## src/rtl/uart_mem_access_sequencer_pkg.sv

```systemverilog
// Shared constants for the UART memory-access sequencer: command codes,
// response bytes, state encodings and datapath widths.
package uart_mem_access_sequencer_pkg;

  localparam logic UART_WRITE = 1'b1;
  localparam logic UART_READ  = 1'b0;

  localparam int GPU_WORD  = 32;
  localparam int UART_BYTE = 8;

  localparam logic [UART_BYTE-1:0] ACK_WRITE = 8'hAA;
  localparam logic [UART_BYTE-1:0] ERR_DEV   = 8'hEE;

  localparam logic [2:0] ST_IDLE     = 3'd0;
  localparam logic [2:0] ST_WAIT_BUS = 3'd1;
  localparam logic [2:0] ST_ACCESS   = 3'd2;
  localparam logic [2:0] ST_CAPTURE  = 3'd3;
  localparam logic [2:0] ST_TX_START = 3'd4;
  localparam logic [2:0] ST_TX_ACK   = 3'd5;
  localparam logic [2:0] ST_TX_DONE  = 3'd6;

  function automatic logic [UART_BYTE-1:0] wordByte(input logic [GPU_WORD-1:0] word,
                                                    input logic [1:0] idx);
    case (idx)
      2'd0:    return word[7:0];
      2'd1:    return word[15:8];
      2'd2:    return word[23:16];
      default: return word[31:24];
    endcase
  endfunction

endpackage

```

## src/rtl/uart_mem_access_sequencer_serializer.sv

```systemverilog
// Sends a 1-4 byte response LSB first over the UART TX start/busy handshake.
// state     | meaning
// IDLE      | no response pending, accepts iLoad
// TX_START  | waiting for transmitter idle, then pulses oTxStart
// TX_ACK    | waiting for transmitter to report busy
// TX_DONE   | waiting for transmitter to finish the byte
module uart_response_serializer
  import uart_mem_access_sequencer_pkg::*;
(
  input  logic                 iClock,
  input  logic                 iReset,
  input  logic                 iLoad,
  input  logic [GPU_WORD-1:0]  iWord,
  input  logic [2:0]           iByteCount,
  input  logic                 iTxBusy,
  output logic [UART_BYTE-1:0] oTxByte,
  output logic                 oTxStart,
  output logic                 oDone
);

  logic [2:0]          txState;
  logic [GPU_WORD-1:0] word;
  logic [2:0]          remaining;
  logic [1:0]          byteIndex;

  always_ff @(posedge iClock) begin
    if (iReset) begin
      txState   <= ST_IDLE;
      word      <= '0;
      remaining <= '0;
      byteIndex <= '0;
    end else begin
      case (txState)
        ST_IDLE: if (iLoad) begin
          word      <= iWord;
          remaining <= iByteCount;
          byteIndex <= '0;
          txState   <= ST_TX_START;
        end
        ST_TX_START: if (!iTxBusy) txState <= ST_TX_ACK;
        ST_TX_ACK:   if (iTxBusy) txState <= ST_TX_DONE;
        ST_TX_DONE: if (!iTxBusy) begin
          remaining <= remaining - 3'd1;
          byteIndex <= byteIndex + 2'd1;
          txState   <= (remaining == 3'd1) ? ST_IDLE : ST_TX_START;
        end
        default: txState <= ST_IDLE;
      endcase
    end
  end

  assign oTxByte  = wordByte(word, byteIndex);
  assign oTxStart = (txState == ST_TX_START) && !iTxBusy && !iReset;
  assign oDone    = (txState == ST_TX_DONE) && !iTxBusy && (remaining == 3'd1);

endmodule

```

## src/rtl/uart_mem_access_sequencer.sv

```systemverilog
// Executes one-word UART read/write commands on shared on-chip memories,
// arbitrating against the GPU core, and hands the response to the serializer.
// state     | meaning
// IDLE      | waiting for a command
// WAIT_BUS  | waiting for the core to release the ports or starvation limit
// ACCESS    | one-cycle memory strobe, core grant withheld
// CAPTURE   | read data sampled and loaded into the serializer
// TX_START  | response owned by the serializer (TX_START/TX_ACK/TX_DONE)
module uart_mem_access_sequencer
  import uart_mem_access_sequencer_pkg::*;
#(
  parameter int NUM_DEV      = 4,
  parameter int DEV_ADDR_SZ  = 3,
  parameter int MEM_ADDR_SZ  = 16,
  parameter int STARVE_LIMIT = 255
) (
  input  logic                        iClock,
  input  logic                        iReset,
  input  logic                        iIssueCommand,
  input  logic                        iUartCommand,
  input  logic [DEV_ADDR_SZ-1:0]      iDeviceAddress,
  input  logic [MEM_ADDR_SZ-1:0]      iMemoryAddress,
  input  logic [GPU_WORD-1:0]         iWriteData,
  input  logic                        iCoreReq,
  output logic                        oCoreGrant,
  output logic [MEM_ADDR_SZ-1:0]      oMemAddress,
  output logic [GPU_WORD-1:0]         oMemWriteData,
  output logic [NUM_DEV-1:0]          oMemWriteEnable,
  output logic [NUM_DEV-1:0]          oMemReadEnable,
  input  logic [NUM_DEV*GPU_WORD-1:0] iMemReadData,
  output logic [UART_BYTE-1:0]        oTxByte,
  output logic                        oTxStart,
  input  logic                        iTxBusy,
  output logic                        oBusy,
  output logic                        oOverrun
);

  localparam int STARVE_W = $clog2(STARVE_LIMIT + 1);

  logic [2:0]             state;
  logic                   cmdWrite;
  logic [DEV_ADDR_SZ-1:0] devAddr;
  logic [STARVE_W-1:0]    starveCount;
  logic [STARVE_W-1:0]    starveNext;
  logic                   devValid;
  logic [NUM_DEV-1:0]     strobe;
  logic [GPU_WORD-1:0]    readSlice;
  logic                   serLoad;
  logic [GPU_WORD-1:0]    serWord;
  logic [2:0]             serCount;
  logic                   serDone;

  assign devValid   = 32'(iDeviceAddress) < NUM_DEV;
  assign starveNext = (starveCount == {STARVE_W{1'b1}}) ? starveCount : starveCount + 1'b1;
  assign oBusy      = (state != ST_IDLE);
  assign oCoreGrant = iCoreReq && (state != ST_ACCESS) && (state != ST_CAPTURE);

  // Gated by iReset so an abort never leaves a strobe in the reset cycle.
  assign strobe          = (state == ST_ACCESS && !iReset) ? (NUM_DEV'(1'b1) << devAddr) : '0;
  assign oMemWriteEnable = (cmdWrite == UART_WRITE) ? strobe : '0;
  assign oMemReadEnable  = (cmdWrite == UART_READ)  ? strobe : '0;

  always_comb begin
    readSlice = '0;
    for (int d = 0; d < NUM_DEV; d++)
      if (devAddr == DEV_ADDR_SZ'(d)) readSlice = iMemReadData[GPU_WORD*d +: GPU_WORD];
  end

  always_comb begin
    serLoad  = 1'b0;
    serWord  = '0;
    serCount = 3'd1;
    case (state)
      ST_IDLE: if (iIssueCommand && !devValid) begin
        serLoad = 1'b1;
        serWord = GPU_WORD'(ERR_DEV);
      end
      ST_ACCESS: if (cmdWrite == UART_WRITE) begin
        serLoad = 1'b1;
        serWord = GPU_WORD'(ACK_WRITE);
      end
      ST_CAPTURE: begin
        serLoad  = 1'b1;
        serWord  = readSlice;
        serCount = 3'd4;
      end
      default: ;
    endcase
  end

  always_ff @(posedge iClock) begin
    if (iReset) begin
      state         <= ST_IDLE;
      cmdWrite      <= 1'b0;
      devAddr       <= '0;
      oMemAddress   <= '0;
      oMemWriteData <= '0;
      starveCount   <= '0;
      oOverrun      <= 1'b0;
    end else begin
      if (iIssueCommand && oBusy) oOverrun <= 1'b1;
      case (state)
        ST_IDLE: if (iIssueCommand) begin
          cmdWrite      <= iUartCommand;
          devAddr       <= iDeviceAddress;
          oMemAddress   <= iMemoryAddress;
          oMemWriteData <= iWriteData;
          starveCount   <= '0;
          state         <= devValid ? ST_WAIT_BUS : ST_TX_START;
        end
        // starveNext counts the current cycle, giving STARVE_LIMIT wait cycles.
        ST_WAIT_BUS:
          if (!iCoreReq || starveNext == STARVE_W'(STARVE_LIMIT)) state <= ST_ACCESS;
          else starveCount <= starveNext;
        ST_ACCESS:   state <= (cmdWrite == UART_WRITE) ? ST_TX_START : ST_CAPTURE;
        ST_CAPTURE:  state <= ST_TX_START;
        ST_TX_START: if (serDone) state <= ST_IDLE;
        default:     state <= ST_IDLE;
      endcase
    end
  end

  uart_response_serializer uSerializer (
    .iClock    (iClock),
    .iReset    (iReset),
    .iLoad     (serLoad),
    .iWord     (serWord),
    .iByteCount(serCount),
    .iTxBusy   (iTxBusy),
    .oTxByte   (oTxByte),
    .oTxStart  (oTxStart),
    .oDone     (serDone)
  );

endmodule

```

## config.mk

```make
export PLATFORM = sky130hd
export DESIGN_NAME = uart_mem_access_sequencer
export DESIGN_NICKNAME = d
export VERILOG_FILES = /design/src/rtl/uart_mem_access_sequencer_pkg.sv /design/src/rtl/uart_mem_access_sequencer_serializer.sv /design/src/rtl/uart_mem_access_sequencer.sv
export SDC_FILE = /design/constraint.sdc
export NUM_CORES = 1
export LEC_CHECK = 0
export BUFFER_PORTS_ARGS = -buffer_cell sky130_fd_sc_hd__buf_2
export CAP_MARGIN = 15
export CORE_MARGIN = 2
export CORE_UTILIZATION = 51
export DETAILED_ROUTE_END_ITERATION = 6
export MAX_ROUTING_LAYER = met4
export PLACE_DENSITY = 0.87
export SYNTH_ARGS = -nofsm -noshare
export SYNTH_HDL_FRONTEND = slang
export SYNTH_SLANG_ARGS = --single-unit
```

## constraint.sdc

```tcl
create_clock -name iClock -period 2.95 [get_ports iClock]
set_input_delay 0.295 -clock iClock [delete_from_list [all_inputs] [get_ports iClock]]
set_output_delay 0.295 -clock iClock [all_outputs]
set_load 0.01 [all_outputs]
```

==> After elaboration in Yosys (flattened, before gate mapping) <==
Index checks and enable logic that the tools add are counted.
Widths: inputs -> output; s select.
{ "word_totals": {"ff_bits": 104, "input_bits": 185} }
{ "classes": {"shift": 1, "n_lt_le_gt_ge": 1, "reduce_logical": 27, "addsub": 3, "n_mux": 37, "eq_ne": 25} }
{ "ops": {"columns": ["cell", "n"], "rows": [
  ["$mux 32", 4],
  ["$pmux 32 s3", 1],
  ["$mux 8", 5],
  ["$mux 3", 13],
  ["$pmux 8 s3", 1],
  ["$eq 8x8->1 const B", 2],
  ["$ne 2x2->1 const B", 8],
  ["$pmux 8 s2", 1],
  ["$pmux 3 s5", 1],
  ["$eq 3x2->1 const B", 4],
  ["$eq 3x3->1 const B", 4],
  ["$mux 4", 3],
  ["$pmux 3 s4", 1],
  ["$eq 3x1->1 const B", 3],
  ["$logic_and 1x1->1", 9],
  ["$logic_not 3->1", 3],
  ["$reduce_and 3->1", 3],
  ["$add 8x1->8 const B", 1],
  ["$ne 3x2->1 const B", 2],
  ["$pmux 3 s2", 1],
  ["$logic_not 1->1", 4],
  ["$mux 2", 2],
  ["$pmux 2 s2", 1],
  ["$reduce_and 2->1", 2],
  ["other kinds (13)", 15]
]} }

==> Longest topological paths before layout <==
Gate-level depths: netlist of the first run.
{ "logic_depth": {"ltp_word": 7, "depth_mapped": 8, "mapped_depth_nobuf": 6} }

==> By module <==
Synthesis of the first run repeated with hierarchy kept, for this count alone.
{ "unflattened": {"cells_unflattened": 737, "hier_area_um2": 5570.3} }
{ "by_module_without_submodules": {"columns": ["module", "instances", "cells_per_inst", "area_each_um2", "seq_area_each_um2"], "rows": [
  ["uart_mem_access_sequencer", 1, 512, 3709.8, 1281.2],
  ["uart_response_serializer", 1, 225, 1860.5, 800.8]
]} }

==> Worst setup path after synthesis of the first run <==
Ideal clock, no wire load.
{ "synth_path": {"path_type": "flip-flop to flip-flop", "from": "register starveCount[0]", "to": "register starveCount[4]", "arrival_time_ps": 1747, "path_stages_with_launch": 7, "slack_ps": 1110, "period_less_slack_ps": 1840, "t_required_ps": 2857, "path_cell_list": "dfxtp_1 > ha_1 > and4_1 > and4_1 > o32ai_2 > nor2_1 > o311ai_2"} }
{ "synth_between": {"elab_chain_cells": 6, "elab_cells_between_ends": 9, "cone_classes": "add/sub: 1; eq/ne: 3; mux: 3; reduce/logical: 2"} }
{ "synth_rtl": {"columns": ["element", "line", "rtl"], "rows": [
  ["start: declaration", "uart_mem_access_sequencer.sv:43", "logic [STARVE_W-1:0] starveCount;"],
  ["start signal: assignment", "uart_mem_access_sequencer.sv:114", "else starveCount <= starveNext;"],
  ["$add 8x1->8 or $eq 8x8->1 (tied branches)", "uart_mem_access_sequencer.sv:54", "assign starveNext = (starveCount == {STARVE_W{1'b1}}) ? starveCount : starveCount + 1'b1;"],
  ["$mux 8 (*)", "uart_mem_access_sequencer.sv:54", null],
  ["$eq 8x8->1", "uart_mem_access_sequencer.sv:113", "if (!iCoreReq || starveNext == STARVE_W'(STARVE_LIMIT)) state <= ST_ACCESS;"],
  ["$logic_or 1x1->1", "uart_mem_access_sequencer.sv:113", null],
  ["$ne 2x2->1 (no line)", null, null],
  ["$reduce_and 3->1 (no line)", null, null]
]} }
Mark *: on every way between the ends. The rest lies on a longest branch, timed or not. The select of a mux whose other input is x is not followed.
A chain may end at the register's enable or synchronous reset.

==> Final worst setup path of the first run <==
{ "layout_path": {"from": "register uSerializer.byteIndex[1]", "to": "output oTxByte[4]"} }
{ "layout_between": {"elab_chain_cells": 2, "elab_cells_between_ends": 4, "cone_classes": "eq/ne: 2; mux: 1; reduce/logical: 1"} }
{ "layout_rtl": {"columns": ["element", "line", "rtl"], "rows": [
  ["start: declaration", "uart_mem_access_sequencer_serializer.sv:24", "logic [1:0] byteIndex;"],
  ["start signal: assignment", "uart_mem_access_sequencer_serializer.sv:44", "byteIndex <= byteIndex + 2'd1;"],
  ["$eq 2x2->1, or another cell as far along", "uart_mem_access_sequencer_pkg.sv:24", "case (idx)"],
  ["$pmux 8 s3 (*)", "uart_mem_access_sequencer_pkg.sv:24", null],
  ["end: declaration", "uart_mem_access_sequencer.sv:31", "output logic [UART_BYTE-1:0] oTxByte,"]
]} }
Mark *: on every way between the ends. The rest lies on a longest branch, timed or not.

==> results of run 1 <==
[power by group]
part / switching [mW] / internal [mW]
registers: 0.0715 / 1.48
clock network: 0.510 / 0.402
logic: 0.342 / 0.310
total: 0.923 / 2.19
[flip-flops by register name, indices dropped and copies added (netlist names)]
name                   cells
oMemWriteData             32
starveCount                8
devAddr                    3
oMemAddress               16
uSerializer.word          32
uSerializer.remaining      3
uSerializer.byteIndex      2
state                      3
oOverrun                   1
uSerializer.txState        3
cmdWrite                   1
[worst paths after layout]
check | end | slack [ps] | cells after the start
min reg2reg | oMemAddress[15] | 450 | 2
max reg2reg | starveCount[4] | 790 | 6
min | oMemWriteData[19] | 150 | 3
max | oTxByte[4] | 780 | 5
[metal layers]
layer / vias up / wire length (um) / global-route usage [%]
met5: - / 0 / -
li1: 2779 / - / -
met4: 0 / 259 / 8.65
met1: 2567 / 6080 / 31.0
met2: 211 / 7410 / 44.7
met3: 20 / 1200 / 6.01
[logic make-up (layout without fill, tap and decap cells)]
family / Yosys count / count (layout) / share of synthesized area [%]
xor+xnor: 1 / 1 / 0.164
buf+inv: 77 / 294 / 5.84
simple gates: 232 / 232 / 19.4
mux: 40 / 40 / 9.26
fa+ha+maj: 7 / 7 / 1.64
compound gates: 192 / 192 / 24.7
other cells: 0 / 1 / 0
flops: 104 / 104 / 39.0
[worst reg2reg max path, stage by stage (launching register included)]
cell and delay (ps):
dfxtp_1 490, ha_1 330, nand4_1 140, and3_1 220
o32ai_2 400, nor2_1 160, o311ai_2 310
[cells in the final DEF, fill, tap and decap left out, types with 13 or more instances in the layout]
cell type	Yosys	routed
o22a_1	25	25
mux2_2	25	25
o2111ai_1	27	27
nor2_1	29	28
inv_1	16	16
nand3_1	14	13
buf_2	8	251
a21oi_1	89	89
nand2_1	140	140
dfxtp_1	104	103
[through the flow]
stage / power [mW] / worst slack, ps / cell area [um^2]
CTS: 3.14 / 775 / 6820
global placement: 2.22 / 956 / 6620
global route: 3.28 / 598 / 6820
floorplan: 1.96 / 1110 / 5340
detailed placement: 2.24 / 845 / 6620
finish: 3.12 / 778 / 6820
[area by class of cell]
type / instances / share of cell area [%]
multi-input combinational: 472 / 43.5
sequential: 104 / 30.5
timing repair buffer: 262 / 19.6
tap: 136 / 2.49
clock buffer: 9 / 1.82
clock inverter: 7 / 1.10
inverter: 16 / 0.880
antenna: 1 / 0.0367
==> metrics.cfg, run 1 <==
[sta]
setup_viol=0
skew_ps=13.8
finalWorstPathRequiredPeriod_ps=2170
hold_viol=0
grt_setup_unrepaired=false
tightest_slew_ps=887
finalSetupTns_ps=0
max_freq_mhz=460
slew_violations=0
period_share_pct=73.6
worst_hold_slack_ps=146
slew_headroom_pct=40.9

[synth]
syn-instance-count=653
synth_edf_count=0
synth_top_area_share_pct=39.0
avgSynthCellArea_um2=8.17
synth_commonest_cells=140 x nand2_1, 104 x dfxtp_1, 89 x a21oi_1
syn_area_um2=5340
yosys_most_used_dff=dfxtp_1
ys_ff_latch=104
synth_fp_nets=845
ys_warn_count=0
synth_area_leaders=dfxtp_1 39%, nand2_1 9.8%, a21oi_1 8.3%
synth_cell_types=57
synth_seq_area_share_pct=39.0
synthArstFlopShare_pct=0
yosysMostFrequentCell=nand2_1
synth_top_area_cell=dfxtp_1

[floorplanning]
initial_core_util_pct=52.2
ioPinCount=253
die_w_um=106
die_height_um=106
die_area_um2=11300
core_um2=10200
placementRows=37

[setup_path]
endpoint_kind=output pin
critPathSlowestCell=a222oi_1
cp_max_fo=8
worst_setup_path_start_kind=flip-flop
cp-startpoint=uSerializer.byteIndex[1]
required_ps=2650
max_stage_delay_ps=440
rr_startpoint=starveCount[0]
worstPathCellList=inv_1 > ha_1 > a222oi_1 > mux2i_1 > buf_2
path_buf_inv=2
arrival_ps=1880
critPathKind=reg -> out
crit_family=compound AO/OA/AOI/OAI gates

[worst_hold_path]
hold_start=iWriteData[19]
hp-class=in -> reg

[clocking]
cts_tree=yes
ctsRootBufferMaster=clkbuf_8
clk-insertion-delay-late_ps=370
cts_sinks=104
path_clk_slew_ps=110
cts_buffers=9
cts_max_level=3
clock_path_buffers=2
ctsResizeCount=0
holdBufCountCts=0
cts_setup_buffers=0

[detailed_routing]
vias=5577
drt_drc_violations_left=0
drt_iter0_markers=296
wl_um=14900
final_antenna_net_count=0
via_per_inst=5.54
dr.pass1.iters=6
routedWlPerCell_um=14.8

[cells_and_area]
seqCellArea_um2=2080
post-route-util_pct=66.7
multi_input_area_um2=2970
fillers=923
nets=1057
drive_above_1_share_pct=36.8
syn2layout_area_growth_pct=27.8
final_cell_count_no_fill=1007

[global_routing]
gr-usage-all-layers_pct=26.4
grt-ovfl-total=0
grt_pass1_wl_um=23700
antenna_found_initial=1
grt_pass1_vias=5236
grt_start_max_net_pins=60

[placed_design]
dp_hpwl_um=11100
port_buffers=252
gp_congestion=0.910
place_inst=990

[job]
maxCapViolCount=0

[pwr]
power_density_nw_per_um2=457
irDropWorstVdd_uv=291
p_leak_nw=2.88

[run_status]
status=complete, no violations

No activity file was read; power rests on OpenSTA's default activity.
==> run 2, diff against run 1 <==
Settings changed: CORE_UTILIZATION 51 to 47, PLACE_DENSITY 0.87 to 0.81.
Clock period 2.95 ns to 2.02 ns, I/O delays scaled along.
==> run 2 against run 1 <==
Net effect: power grew 59%; non-clock buffer count grew 12; via count grew 1.8%; combinational power grew 58%.
==> metrics.cfg, run 2 (synthesized netlist as in run 1, its figures left out) <==
[pwr]
irDropWorstVdd_uv=496  ; +70%
p_leak_nw=2.99  ; +3.7%
power_density_nw_per_um2=696  ; +52%

[sta]
grt_setup_unrepaired=true
slew_violations=0  ; unchanged
finalSetupTns_ps=0  ; unchanged
tightest_slew_ps=502  ; -385 ps
hold_viol=0  ; unchanged
skew_ps=8.38  ; -5.45 ps
setup_viol=0  ; unchanged
finalWorstPathRequiredPeriod_ps=1950
max_freq_mhz=514
period_share_pct=96.4
slew_headroom_pct=66.5  ; +26 points

[detailed_routing]
final_antenna_net_count=0  ; unchanged
vias=5677  ; +1.8%
via_per_inst=5.55  ; +0.30%
dr.pass1.iters=6  ; unchanged
routedWlPerCell_um=15.3  ; +2.8%
wl_um=15600  ; +4.3%
drt_iter0_markers=367  ; +24%
drt_drc_violations_left=0  ; unchanged

[clocking]
cts_sinks=104  ; unchanged
cts_setup_buffers=0  ; unchanged
cts_tree=yes
clock_path_buffers=2  ; unchanged
ctsRootBufferMaster=clkbuf_16
cts_buffers=9  ; unchanged
clk-insertion-delay-late_ps=350  ; -20 ps
cts_max_level=3  ; unchanged
path_clk_slew_ps=80  ; -30 ps

[cells_and_area]
drive_above_1_share_pct=38.7  ; +1.9 points
insertedDiodeCount=0  ; -1
seqCellArea_um2=2090  ; +0.42%
reg_top3=oMemWriteData (32), uSerializer.word (32), oMemAddress (16)
multi_input_area_um2=3020  ; +1.7%
syn2layout_area_growth_pct=33.4
nets=1069  ; +1.1%
design_area_um2=7120  ; +4.3%
fillers=934  ; +1.2%
mostFrequentLayoutCells=251 x buf_2, 140 x nand2_1, 100 x dfxtp_1
post-route-util_pct=64.8  ; -1.9 points
final_common_cell=buf_2

[placed_design]
dp_hpwl_um=11800  ; +5.9%
port_buffers=252  ; unchanged
placed_cell_area_um2=6770  ; +2.2%
gp_congestion=0.858  ; -5.8%

[setup_path]
reg2reg_depth=6  ; unchanged
worstPathCellList=inv_2 > ha_4 > a222oi_1 > mux2i_1 > buf_2
critPathSlowestCell=a222oi_1
path_buf_inv=2  ; unchanged
cp_max_fo=8  ; unchanged
worst_setup_path_start_kind=flip-flop
crit_family=compound AO/OA/AOI/OAI gates
endpoint_kind=output pin
path_depth=5  ; unchanged
critPathKind=reg -> out
crit_end=oTxByte[5]
cp-startpoint=uSerializer.byteIndex[0]
required_ps=1820  ; -830 ps
r2r_slack_ps=120  ; -670 ps
max_stage_delay_ps=450  ; about the same
arrival_ps=1750  ; -130 ps
rr_endpoint=starveCount[6]
rr_startpoint=starveCount[1]

[floorplanning]
die_w_um=111  ; +4.0%
ioPinCount=253  ; unchanged
placementRows=38  ; +2.7%
core_um2=11000  ; +7.3%
initial_core_util_pct=48.6  ; -3.6 points
die_area_um2=12200  ; +8.2%
die_height_um=111  ; +4.0%

[global_routing]
grt_pass1_vias=5372  ; +2.6%
gr-usage-all-layers_pct=25.5  ; -0.84 points
antenna_found_initial=0  ; -1
grt_pass1_wl_um=25400  ; +7.1%
grt-ovfl-total=0  ; unchanged
grt_start_max_net_pins=50  ; -17%

[job]
maxCapViolCount=0  ; unchanged

[worst_hold_path]
hp-class=in -> reg

[run_status]
status=complete, no violations

==> run 2: layout make-up <==
type / instances / share of cell area, %
multi-input combinational: 472 / 42.4
clock buffer: 9 / 3.16
clock inverter: 7 / 0.914
sequential: 104 / 29.4
inverter: 16 / 0.879
timing repair buffer: 274 / 20.8
tap: 140 / 2.46
==> run 2: power by group <==
part / leakage [nW] / total (mW) / internal [mW] / switching (mW)
Clock: 0.134 / 1.68 / 0.864 / 0.818
Sequential: 0.850 / 2.24 / 2.16 / 0.0788
Combinational: 2.00 / 1.03 / 0.492 / 0.541
Total: 2.99 / 4.95 / 3.51 / 1.44
==> run 2: worst min path at each step <==
stage,start,to,cells past startpoint
2_1_floorplan,iTxBusy,uSerializer.txState[1],2
3_3_place_gp,uSerializer.word[30],uSerializer.word[30],2
3_5_place_dp,oMemWriteData[18],oMemWriteData[18],2
4_1_cts,iMemoryAddress[12],oMemAddress[12],3
5_1_grt,iWriteData[6],oMemWriteData[6],3
6_report,iMemoryAddress[12],oMemAddress[12],3
==> run 2: through the flow <==
step / hold slack, ps / cells / setup WS [ps] / power (mW)
global placement: 437 / 1006 / 118 / 3.30
floorplan: 329 / 653 / 180 / 2.87
global route: 77.9 / 1022 / -1.27 / 5.20
detailed placement: 443 / 1006 / 50.7 / 3.32
finish: 86.0 / 1022 / 72.7 / 4.95
CTS: 79.1 / 1022 / 0.794 / 4.99
==> run 2: repair_timing <==
action                                 CTS  global route
pin swaps                                1             2
endpoints found under the hold margin    0             0
hold buffers                             0             0
resized for setup                        4            12
setup endpoints to repair                4            13
==> run 2: routing by layer <==
metal | up-vias | share of wire, % | track usage [%]
li1 | 2818 | - | -
met1 | 2603 | 41 | 30.8
met2 | 239 | 51 | 44.1
met3 | 17 | 7.2 | 4.94
met4 | 0 | 1.2 | 6.33
met5 | - | 0 | -
==> run 2: tightest hold or removal path: stages <==
cell     delay, ps
buf_2           90
nand2_1         40
a21oi_1         50
==> run 3, diff against run 2 <==
Settings changed: CORE_ASPECT_RATIO set to 1.2.
==> run 3 against run 2 <==
Net effect: worst hold slack better by 0.58 ps; non-clock buffer count is 1 higher; first-iteration DRC count shrank 27%; sequential power hardly changed; flip-flop and latch count is the same; clock-buffer cell count stayed put; fmax rose by 1.3%; clock skew decreased by 2.1 ps; register-to-register slack improved by 40 ps; utilization down 0.082 points.
==> metrics.cfg, run 3 (synthesized netlist as in run 1, its figures left out) <==
[run_status]
status=complete, no violations

[setup_path]
arrival_ps=1720  ; -30 ps
endpoint_kind=output pin
cp_max_fo=8  ; unchanged
reg2reg_depth=6  ; unchanged
rr_endpoint=starveCount[4]
required_ps=1820  ; about the same
worst_setup_path_start_kind=flip-flop
rr_startpoint=starveCount[0]
critPathKind=reg -> out
r2r_slack_ps=160  ; +40 ps

[cells_and_area]
mostFrequentLayoutCells=251 x buf_2, 140 x nand2_1, 99 x dfxtp_1
syn2layout_area_growth_pct=33.8
nets=1070  ; +0.094%
final_cell_count_no_fill=1016  ; -0.59%
post-route-util_pct=64.7  ; -0.082 points
drive_above_1_share_pct=38.6  ; -0.044 points
reg_top3=oMemWriteData (32), uSerializer.word (32), oMemAddress (16)
final_common_cell=buf_2

[job]
maxCapViolCount=0  ; unchanged

[sta]
hold_viol=0  ; unchanged
worst_hold_slack_ps=86.5  ; +0.577 ps
slew_violations=0  ; unchanged
slew_headroom_pct=58.8  ; -7.7 points
setup_viol=0  ; unchanged
skew_ps=6.32  ; -2.05 ps
tightest_slew_ps=618  ; +116 ps
grt_setup_unrepaired=false
period_share_pct=95.2  ; -1.2 points
finalWorstPathRequiredPeriod_ps=1920  ; -24.8 ps
max_freq_mhz=520  ; +1.3%
finalSetupTns_ps=0  ; unchanged

[placed_design]
gp_congestion=0.906  ; +5.6%
port_buffers=252  ; unchanged
dp_hpwl_um=11400  ; -3.2%
place_inst=999  ; -0.70%

[floorplanning]
die_height_um=121  ; +9.2%
die_w_um=101  ; -8.4%
placementRows=42  ; +11%
ioPinCount=253  ; unchanged
die_area_um2=12200  ; about the same
initial_core_util_pct=48.4  ; -0.23 points
core_um2=11000  ; +0.48%

[clocking]
holdBufCountCts=0  ; unchanged
clk-insertion-delay-late_ps=340  ; about the same
cts_buffers=9  ; unchanged
cts_max_level=3  ; unchanged
clock_path_buffers=2  ; unchanged
cts_setup_buffers=0  ; unchanged
ctsRootBufferMaster=clkbuf_16
cts_sinks=104  ; unchanged
cts_tree=yes
path_clk_slew_ps=80  ; about the same

[worst_hold_path]
hold_start=iWriteData[7]
hp-class=in -> reg
whs_endpoint=oMemWriteData[7]
whs_path_depth=3  ; unchanged

[global_routing]
grt_pass1_wl_um=24400  ; -3.7%
grt_pass1_vias=5444  ; +1.3%
grt-ovfl-total=0  ; unchanged
antenna_found_initial=1  ; +1
grt_start_max_net_pins=59  ; +18%
gr-usage-all-layers_pct=25.3  ; -0.20 points

[detailed_routing]
vias=5636  ; -0.72%
drt_iter0_markers=268  ; -27%
via_per_inst=5.55  ; -0.14%
routedWlPerCell_um=15.1  ; -1.3%
drt_drc_violations_left=0  ; unchanged
wl_um=15300  ; -1.9%
dr.pass1.iters=6  ; unchanged
final_antenna_net_count=0  ; unchanged

[pwr]
irDropWorstVdd_uv=592  ; +19%
power_density_nw_per_um2=729  ; +4.8%
p_leak_nw=3.03  ; +1.5%

-- run 3: cell types whose count changed in the layout (fill, tap and decap cells not counted), moves of 2 or more --
cell,change
inv_6,+2
dfxtp_4,-2
bufinv_16,+2
ha_1,+2
clkinvlp_4,-3
ha_4,-3
dfxtp_2,+3
inv_1,+2
-- run 3: area by class of cell --
type	instances	area [um^2]
fill	986	3890
multi-input combinational	472	2990
sequential	104	2090
timing repair buffer	275	1500
clock buffer	9	225
tap	132	165
clock inverter	7	109
inverter	16	60.1
antenna	1	2.50
-- run 3: where the power goes --
part           total (mW)  internal, mW  switching, mW
combinational        1.02         0.493          0.530
clock                1.94          1.12          0.827
sequential           2.24          2.16         0.0830
-- run 3: how the worst max path moves through the flow --
stage	from	to	slack, ps
2_1_floorplan	starveCount[0]	starveCount[4]	180
4_1_cts	devAddr[0]	oMemWriteEnable[1]	40
5_1_grt	starveCount[0]	starveCount[4]	10
6_report	uSerializer.byteIndex[0]	oTxByte[7]	100
3_3_place_gp	starveCount[0]	starveCount[4]	120
3_5_place_dp	starveCount[0]	starveCount[4]	100
-- run 3: per-stage QoR --
stage	area (um^2)	total power [mW]	setup WS, ps
6_report	7140	5.21	97.6
4_1_cts	7110	5.25	36.3
5_1_grt	7140	5.46	9.58
3_5_place_dp	6780	3.31	104
3_3_place_gp	6780	3.30	116
2_1_floorplan	5340	2.87	180
-- run 3: critical path, stage by stage, from the launching register on --
cell      delay [ps]
dfxtp_1          370
inv_1            100
ha_1             300
a222oi_1         280
mux2i_1          160
buf_2            170
-- run 3: repair_timing --
action | in CTS | in global routing
gates resized for setup | 0 | 9
endpoints found under the setup margin | 0 | 13
hold endpoints to repair | 0 | 0
-- run 3: per-layer routing --
metal,track usage [%],routed length [um],vias up
li1,-,-,2807
met1,28.0,6070,2573
met2,44.7,7850,226
met3,4.28,979,30
met4,10.3,395,0
met5,-,0,-
